$ cat src/rtl/lc3_mux_pkg.sv
// ----------------------------------------------------------------------------
// lc3_mux_pkg
//   Shared definitions for the LC-3 datapath select/forwarding muxes.
//   - N_MAX       : largest channel count the select muxes are built for.
//   - clog2_min1  : index width for an n-way select, never less than 1 bit
//                   so that a 1- or 2-channel mux still has a usable index.
// ----------------------------------------------------------------------------
package lc3_mux_pkg;

    localparam int N_MAX = 16;

    function automatic int clog2_min1(input int n);
        if (n <= 2) begin
            return 1;
        end
        return $clog2(n);
    endfunction

endpackage : lc3_mux_pkg

$ cat src/rtl/prio_enc.sv
// ----------------------------------------------------------------------------
// prio_enc
//   Highest-index-wins priority encoder for the channel selects of an N-way
//   mux. Select bit i-1 belongs to channel i; channel 0 has no select and is
//   reported when no select bit is set.
//
// Ports
//   sel    in   [N-2:0]        select bits for channels 1..N-1
//   idx    out  [IDX_W-1:0]    winning channel (0 when no select is set)
//   hit    out  1              at least one select bit is set
//   multi  out  1              more than one select bit is set
// ----------------------------------------------------------------------------
module prio_enc
    import lc3_mux_pkg::*;
#(
    parameter int N     = 8,
    parameter int IDX_W = clog2_min1(N)
) (
    input  logic [N-2:0]     sel,
    output logic [IDX_W-1:0] idx,
    output logic             hit,
    output logic             multi
);

    logic [N-2:0] w_sel_m1;

    // Ascending scan: a later (higher) set bit overwrites an earlier one,
    // so the highest-index select ends up in idx.
    always_comb begin
        idx = '0;
        for (int i = 1; i < N; i++) begin
            if (sel[i-1]) begin
                idx = IDX_W'(i);
            end
        end
    end

    // Clearing the lowest set bit leaves something behind only if at least
    // two bits were set.
    assign w_sel_m1 = sel - (N-1)'(1);
    assign hit      = |sel;
    assign multi    = |(sel & w_sel_m1);

endmodule : prio_enc

$ cat src/rtl/prio_sel_pipe.sv
// ----------------------------------------------------------------------------
// prio_sel_pipe
//   N-way priority select with a registered output stage, used at pipeline
//   boundaries of the LC-3 datapath for operand/forwarding selection. The
//   highest-index asserted select wins; with no select the result is
//   channel 0, or (STICKY != 0) the value already held in the output stage.
//   The output stage honours stall and flush, reports the winning channel,
//   flags captures that saw more than one select and counts them in a
//   saturating counter. Every output comes straight from a register.
//
// Parameters
//   WIDTH   data width of each channel and of out
//   N       channel count, 2..16
//   STICKY  0: no select -> in_data[0]; otherwise no select -> hold out/src_idx
//   CNT_W   width of the saturating conflict counter
//
// Ports
//   clk           in   1                rising-edge clock
//   reset         in   1                synchronous, active-high
//   sel           in   [N-2:0]          bit i-1 selects channel i
//   in_data       in   [N-1:0][WIDTH]   channel data, channel i = in_data[i]
//   valid_in      in   1                sel/in_data qualify this cycle
//   stall         in   1                hold the output stage
//   flush         in   1                kill the output stage (beats stall)
//   out           out  [WIDTH-1:0]      registered selected data
//   valid_out     out  1                out holds a live captured value
//   src_idx       out  [IDX_W-1:0]      registered winning channel
//   conflict      out  1                >1 select set at the last capture
//   conflict_cnt  out  [CNT_W-1:0]      saturating count of such captures
// ----------------------------------------------------------------------------
module prio_sel_pipe
    import lc3_mux_pkg::*;
#(
    parameter int WIDTH  = 16,
    parameter int N      = 8,
    parameter int STICKY = 0,
    parameter int CNT_W  = 8,
    localparam int IDX_W = clog2_min1(N)
) (
    input  logic                      clk,
    input  logic                      reset,
    input  logic [N-2:0]              sel,
    input  logic [N-1:0][WIDTH-1:0]   in_data,
    input  logic                      valid_in,
    input  logic                      stall,
    input  logic                      flush,
    output logic [WIDTH-1:0]          out,
    output logic                      valid_out,
    output logic [IDX_W-1:0]          src_idx,
    output logic                      conflict,
    output logic [CNT_W-1:0]          conflict_cnt
);

    logic [IDX_W-1:0] w_win;
    logic             w_hit;
    logic             w_multi;
    logic [WIDTH-1:0] w_sel_data;
    logic [WIDTH-1:0] w_next_out;
    logic [IDX_W-1:0] w_next_idx;
    logic             w_keep;
    logic             w_cnt_sat;

    logic [WIDTH-1:0] r_out;
    logic             r_valid;
    logic [IDX_W-1:0] r_idx;
    logic             r_conflict;
    logic [CNT_W-1:0] r_cnt;

    prio_enc #(
        .N     (N),
        .IDX_W (IDX_W)
    ) u_prio_enc (
        .sel   (sel),
        .idx   (w_win),
        .hit   (w_hit),
        .multi (w_multi)
    );

    assign w_sel_data = in_data[w_win];

    // In sticky mode an empty select re-captures the current output stage,
    // so a valid capture with no select leaves out/src_idx where they are.
    assign w_keep     = (STICKY != 0) && !w_hit;
    assign w_next_out = w_keep ? r_out : w_sel_data;
    assign w_next_idx = w_keep ? r_idx : w_win;

    assign w_cnt_sat  = &r_cnt;

    // Output stage: reset > flush > stall > capture.
    always_ff @(posedge clk) begin
        if (reset) begin
            r_out      <= '0;
            r_valid    <= 1'b0;
            r_idx      <= '0;
            r_conflict <= 1'b0;
            r_cnt      <= '0;
        end else if (flush) begin
            // Only the qualifiers die; data, index and count stay for debug.
            r_valid    <= 1'b0;
            r_conflict <= 1'b0;
        end else if (!stall) begin
            r_valid <= valid_in;
            if (valid_in) begin
                r_out      <= w_next_out;
                r_idx      <= w_next_idx;
                r_conflict <= w_multi;
                if (w_multi && !w_cnt_sat) begin
                    r_cnt <= r_cnt + CNT_W'(1);
                end
            end else begin
                r_conflict <= 1'b0;
            end
        end
    end

    assign out          = r_out;
    assign valid_out    = r_valid;
    assign src_idx      = r_idx;
    assign conflict     = r_conflict;
    assign conflict_cnt = r_cnt;

endmodule : prio_sel_pipe
$ cat config.mk
export PLATFORM = sky130hd
export DESIGN_NAME = prio_sel_pipe
export DESIGN_NICKNAME = d
export VERILOG_FILES = /design/src/rtl/lc3_mux_pkg.sv /design/src/rtl/prio_enc.sv /design/src/rtl/prio_sel_pipe.sv
export SDC_FILE = /design/constraint.sdc
export NUM_CORES = 1
export LEC_CHECK = 0
export ABC_AREA = 1
export BUFFER_PORTS_ARGS = -buffer_cell sky130_fd_sc_hd__buf_2
export CORE_MARGIN = 10
export CORE_UTILIZATION = 24
export CTS_BUF_LIST = sky130_fd_sc_hd__clkbuf_4
export DETAILED_ROUTE_END_ITERATION = 10
export MAX_ROUTING_LAYER = met4
export PLACE_DENSITY = 0.63
export SETUP_SLACK_MARGIN = 0.3
export SYNTH_ARGS = -nofsm -noshare
export SYNTH_HDL_FRONTEND = slang
export SYNTH_SLANG_ARGS = --single-unit
$ cat constraint.sdc
create_clock -name clk -period 1.35 [get_ports clk]
set_input_delay 0 -clock clk [delete_from_list [all_inputs] [get_ports clk]]
set_output_delay 0 -clock clk [all_outputs]
set_load 0.05 [all_outputs]
======== Word-level counts from Yosys, hierarchy flattened ========
Cells that the tools add are included.
Widths: inputs -> output; s select.
cells by class
  reductions and logical operators ........ 7
  multiplexer cells ....................... 10
  magnitude comparators ................... 1
  bitwise operators ....................... 3
  $add $sub $neg .......................... 2
operators by type and width
  cell                 count
  $bmux 16 s3          1
  $mux 16              1
  $mux 3               4
  $add 8x1->8 const B  1
  $reduce_and 8->1     1
  $and 7x7->7          1
  $reduce_or 7->1      1
  $sub 7x1->7 const B  1
  $lt 3x4->1 const B   1
  $mux 2               2
  $reduce_and 4->1     1
  $reduce_and 3->1     1
  $mux 1               2
  $not 1->1            2
  $reduce_or 2->1      1
  $logic_and 1x1->1    1
  $logic_not 1->1      1
storage, ports and cells
  word-level logic and storage cells ...... 28
  bits of input ports ..................... 140
  output and inout bits ................... 29
  register bits after elaboration ......... 29

======== Longest topological paths before layout ========
  depth in word-level cells ............... 9
  mapped depth ............................ 16
  depth with buffers taken out ............ 14

======== Hierarchy ========
From an unflattened synthesis, not the netlist that was laid out.
unflattened totals
  cells, all modules ...................... 542
  area, all modules ....................... 2,825.2 um^2
by module, submodules not included
  module         sequential area each (um^2)  cells each  area each (um^2)  times used
  prio_sel_pipe  580.6                        508         2,685.1           1
  prio_enc       0.0                          34          140.1             1

======== Worst setup path after synthesis ========
OpenSTA, ideal clock, no wires.
  path kind ............................... register -> register
  start point ............................. register r_cnt[0] (netlist: conflict_cnt[0])
  end point ............................... register r_cnt[0] (netlist: conflict_cnt[0])
  clock period less this slack ............ 1.811 ns
  arrival ................................. 1.687 ns
  buffers on the path ..................... 1
  required time ........................... 1.227 ns
  setup slack ............................. -0.461 ns
  cell stages (with the launch flop) ...... 9
  cells stage by stage .................... dfxtp_1 > ha_1 > nand4_1 > nor2_1 > nor2_1 > nand2_1 > buf_4 > xor2_1 > nor2_1
between the ends
  word-level cells in the longest chain between the ends .. 4
  elaborated cells on any way between the ends .. 5
  classes of those cells .................. add/sub (1); reduce/logical (4)
RTL lines
  item                                                 line                  source
  from (decl)                                          prio_sel_pipe.sv:67   logic [CNT_W-1:0] r_cnt;
  from (signal assigned)                               prio_sel_pipe.sv:108  r_cnt <= r_cnt + CNT_W'(1);
  branches (longest 4 deep; another with $add 8x1->8)  n/a
Several ways; the timed one is not identified.
A chain may end at the register's enable or synchronous reset.

======== Worst setup path after layout ========
  start point ............................. register r_cnt[0] (netlist: conflict_cnt[0])
  end point ............................... register r_cnt[6] (netlist: conflict_cnt[6])
Same word-level chain as after synthesis.

==> results.yml <==
yosys:
  synth_top_cell_by_area: "nand3_1"
  yosysWarnings: 0
  synth-seq-area-share_pct: 20.3
  ys_top_cells_by_area: "nand3_1 (29%), dfxtp_1 (20%), nand2_1 (20%)"
  synth_top_area_share_pct: 28.9
  ys_ff_latch: 29
  ys_types: 27
  post_synth.cell_area_avg_sq_um: 5.45
  synthesis.nets: 666
  syn_inst: 525
  netlist_area_sq_um: 2860
sta:
  hold_viol_final: 2
  finalMaxSlewViolations: 0
  setup_viol: 0
  relSlewSlack_pct: 80.9
  whs_ns: -0.0803
  fin_tns_setup_ns: 0
  fin_crit_ns: 1.32
  worstMarginPinSlew_ns: 0.286
  period_share_pct: 97.4
  max_freq_ghz: 0.760
  fin_ws_ns: 0.0345
  skew_ns: 0.0106
  rsz0062_at_grt: "yes"
clock_tree:
  cts_hold_buffers: 1
  cts_num_sinks: 29
  cts_root_buf: "clkbuf_4"
  cts_max_path_buffers: 2
  tritoncts: "built"
  cts_buffers: 5
  clk_pin_slew_ns: 0.11
  clk_latency_ns: 0.34
  htree_levels: 2
route:
  firstDrtPassIters: 4
  drtIter0Drc: 216
  drt.antenna.violating_nets: 0
  drt_wl_total_mm: 14.9
  vias: 4053
  wl_per_cell_um: 17.2
  viasPerCell: 4.69
  drc: 0
worst_hold_path:
  hold_path.class: "in2reg"
  hold_path_depth: 3
placement:
  hpwl_mm: 9.93
  preCtsSetupSlack_ns: 0.00197
  portBuffers: 168
  place_congestion: 0.844
global_route:
  grt_pass1_vias: 3729
  grt_first_pass_wirelength_mm: 18.6
  grt_max_degree: 65
  antenna_found_initial: 0
  overflow: 0
  grt.total_usage_pct: 14.3
status:
  violations: "hold timing"
  outcome: "finished, violations left"
floorplan:
  die_x_um: 129
  core_area_sq_um: 11600
  pin_count: 169
  dieArea_sq_um: 16700
  start_util_pct: 24.7
  die_h_um: 129
  num_rows: 39
pwr:
  p_total_mw: 2.88
  irDropWorstVdd_mv: 0.271
  leakagePower_nw: 2.89
  p_per_area_nw_per_um2: 558
worst_setup_path:
  max_stage_delay_ns: 0.37
  reg2reg_depth: 9
  end_kind: "flop"
  cp_max_fo: 5
  worstPathArrival_ns: 1.60
  cp_num_cells: 9
  cp_slowest_cell: "dfxtp_4"
  crit_path_start_kind: "flop"
  worst_ep_required_time_ns: 1.64
  critPathMostFrequentCell: "nor2_1"
  cp_top_family: "simple AND/OR/NAND/NOR gates"
  path_cells: "ha_4 -> nand4_1 -> nor2_1 -> nor2_1 -> nand2_2 -> buf_6 -> o21ai_2 -> nand2_1 -> nor2_1"
  worst-path-buf-inv: 1
  setup.worst_path.class: "reg2reg"
finish:
  utilization_pct: 44.7
  antenna_cells: 0
  layout.nets: 862
  layout-drive-gt1-share_pct: 51.4
  syn_to_final_growth_pct: 80.7
  fillers: 1233
flow_run:
  cap_violations: 0
[metrics by stage]
step	std cells	cell area, sq um
after CTS	845	4150
after floorplan	525	2900
after global routing	865	5170
after global placement	835	4050
final	865	5170
after detailed placement	835	4050
[cells by family (layout without fill, tap and decap cells)]
family                     after synthesis  after routing  synth area share, %
AOI/OAI and AO/OA                       17             17                 3.89
xor gates and xnor gates                 5              5                 1.53
adders and majority gates                1              1                0.437
buffers and inverters                  132            328                 20.6
DFF                                     29             29                 20.3
and+or+nand+nor                        341            342                 53.2
[synthesized netlist by cell type]
cell type,count
xor2_1,4
nor2_4,3
o211ai_1,1
buf_1,2
nor2_1,12
a21oi_2,1
o21ai_4,1
inv_1,92
ha_1,1
nor3_1,3
o21ai_2,2
buf_4,10
nor2_2,1
nand3_1,165
dfxtp_1,29
nand4_1,1
clkbuf_1,8
a21oi_1,7
inv_2,5
o22ai_1,1
nand2_1,154
o21ai_0,4
xnor2_1,1
buf_2,9
buf_6,6
nand2_2,1
or2_2,1
[layer usage]
layer | global-route usage, % | wire length [um] | vias up
li1 | - | - | 2040
met1 | 15.8 | 6190 | 1864
met2 | 25.5 | 7430 | 133
met3 | 3.55 | 1040 | 16
met4 | 2.74 | 218 | 0
met5 | - | 0 | -
[report_power, final]
part	switching [mW]	total [mW]	internal (mW)	leakage (nW)
clock network	0.356	0.553	0.197	0.0326
logic	0.799	1.43	0.631	2.62
registers	0.0184	0.898	0.880	0.240
total	1.17	2.88	1.71	2.89
[layout by cell type (no fill, tap or decap), drive strengths merged, types with 3 or more instances in the layout]
master,synthesis,layout
clkinv,0,4
inv,97,96
a21oi,8,8
nor3,3,3
buf,27,212
o21ai,7,7
dfxtp,29,29
xor2,4,4
nand3,165,165
clkbuf,8,15
nand2,155,156
nor2,16,16
[cell type report]
type / count / area (sq um) / share of cell area [%]
multi-input combinational: 365 / 2290 / 44.3
timing repair buffer: 223 / 1680 / 32.5
sequential: 29 / 598 / 11.6
inverter: 97 / 368 / 7.12
tap: 143 / 179 / 3.46
clock buffer: 5 / 37.5 / 0.726
clock inverter: 3 / 17.5 / 0.339
[worst paths after layout]
check                                     start         endpoint  slack [ns]
worst min-delay path                      stall        valid_out       -0.08
worst max-delay path            conflict_cnt[0]  conflict_cnt[6]        0.03
worst min register to register         conflict         conflict        0.47
worst max register to register  conflict_cnt[0]  conflict_cnt[6]        0.03
[state kept, by name, indices dropped and copies added, names as in the netlist]
signal        cells
out              16
src_idx           3
valid_out         1
conflict_cnt      8
conflict          1
[worst min-delay path: cells and delay by family]
| kind | cells | cell delay, ns |
|---|---|---|
| AOI/OAI and AO/OA | 1 | 0.06 |
| buffers and inverters | 1 | 0.12 |
| and+or+nand+nor | 1 | 0.05 |
[what timing repair did]
item | CTS | global route
setup endpoints to repair | 14 | 32
cloned | 0 | 17
gates resized for setup | 10 | 152
pin swaps | 5 | 86
setup buffers | 1 | 3
hold endpoints to repair | 7 | 2
Power figures use the tool's default switching activity.
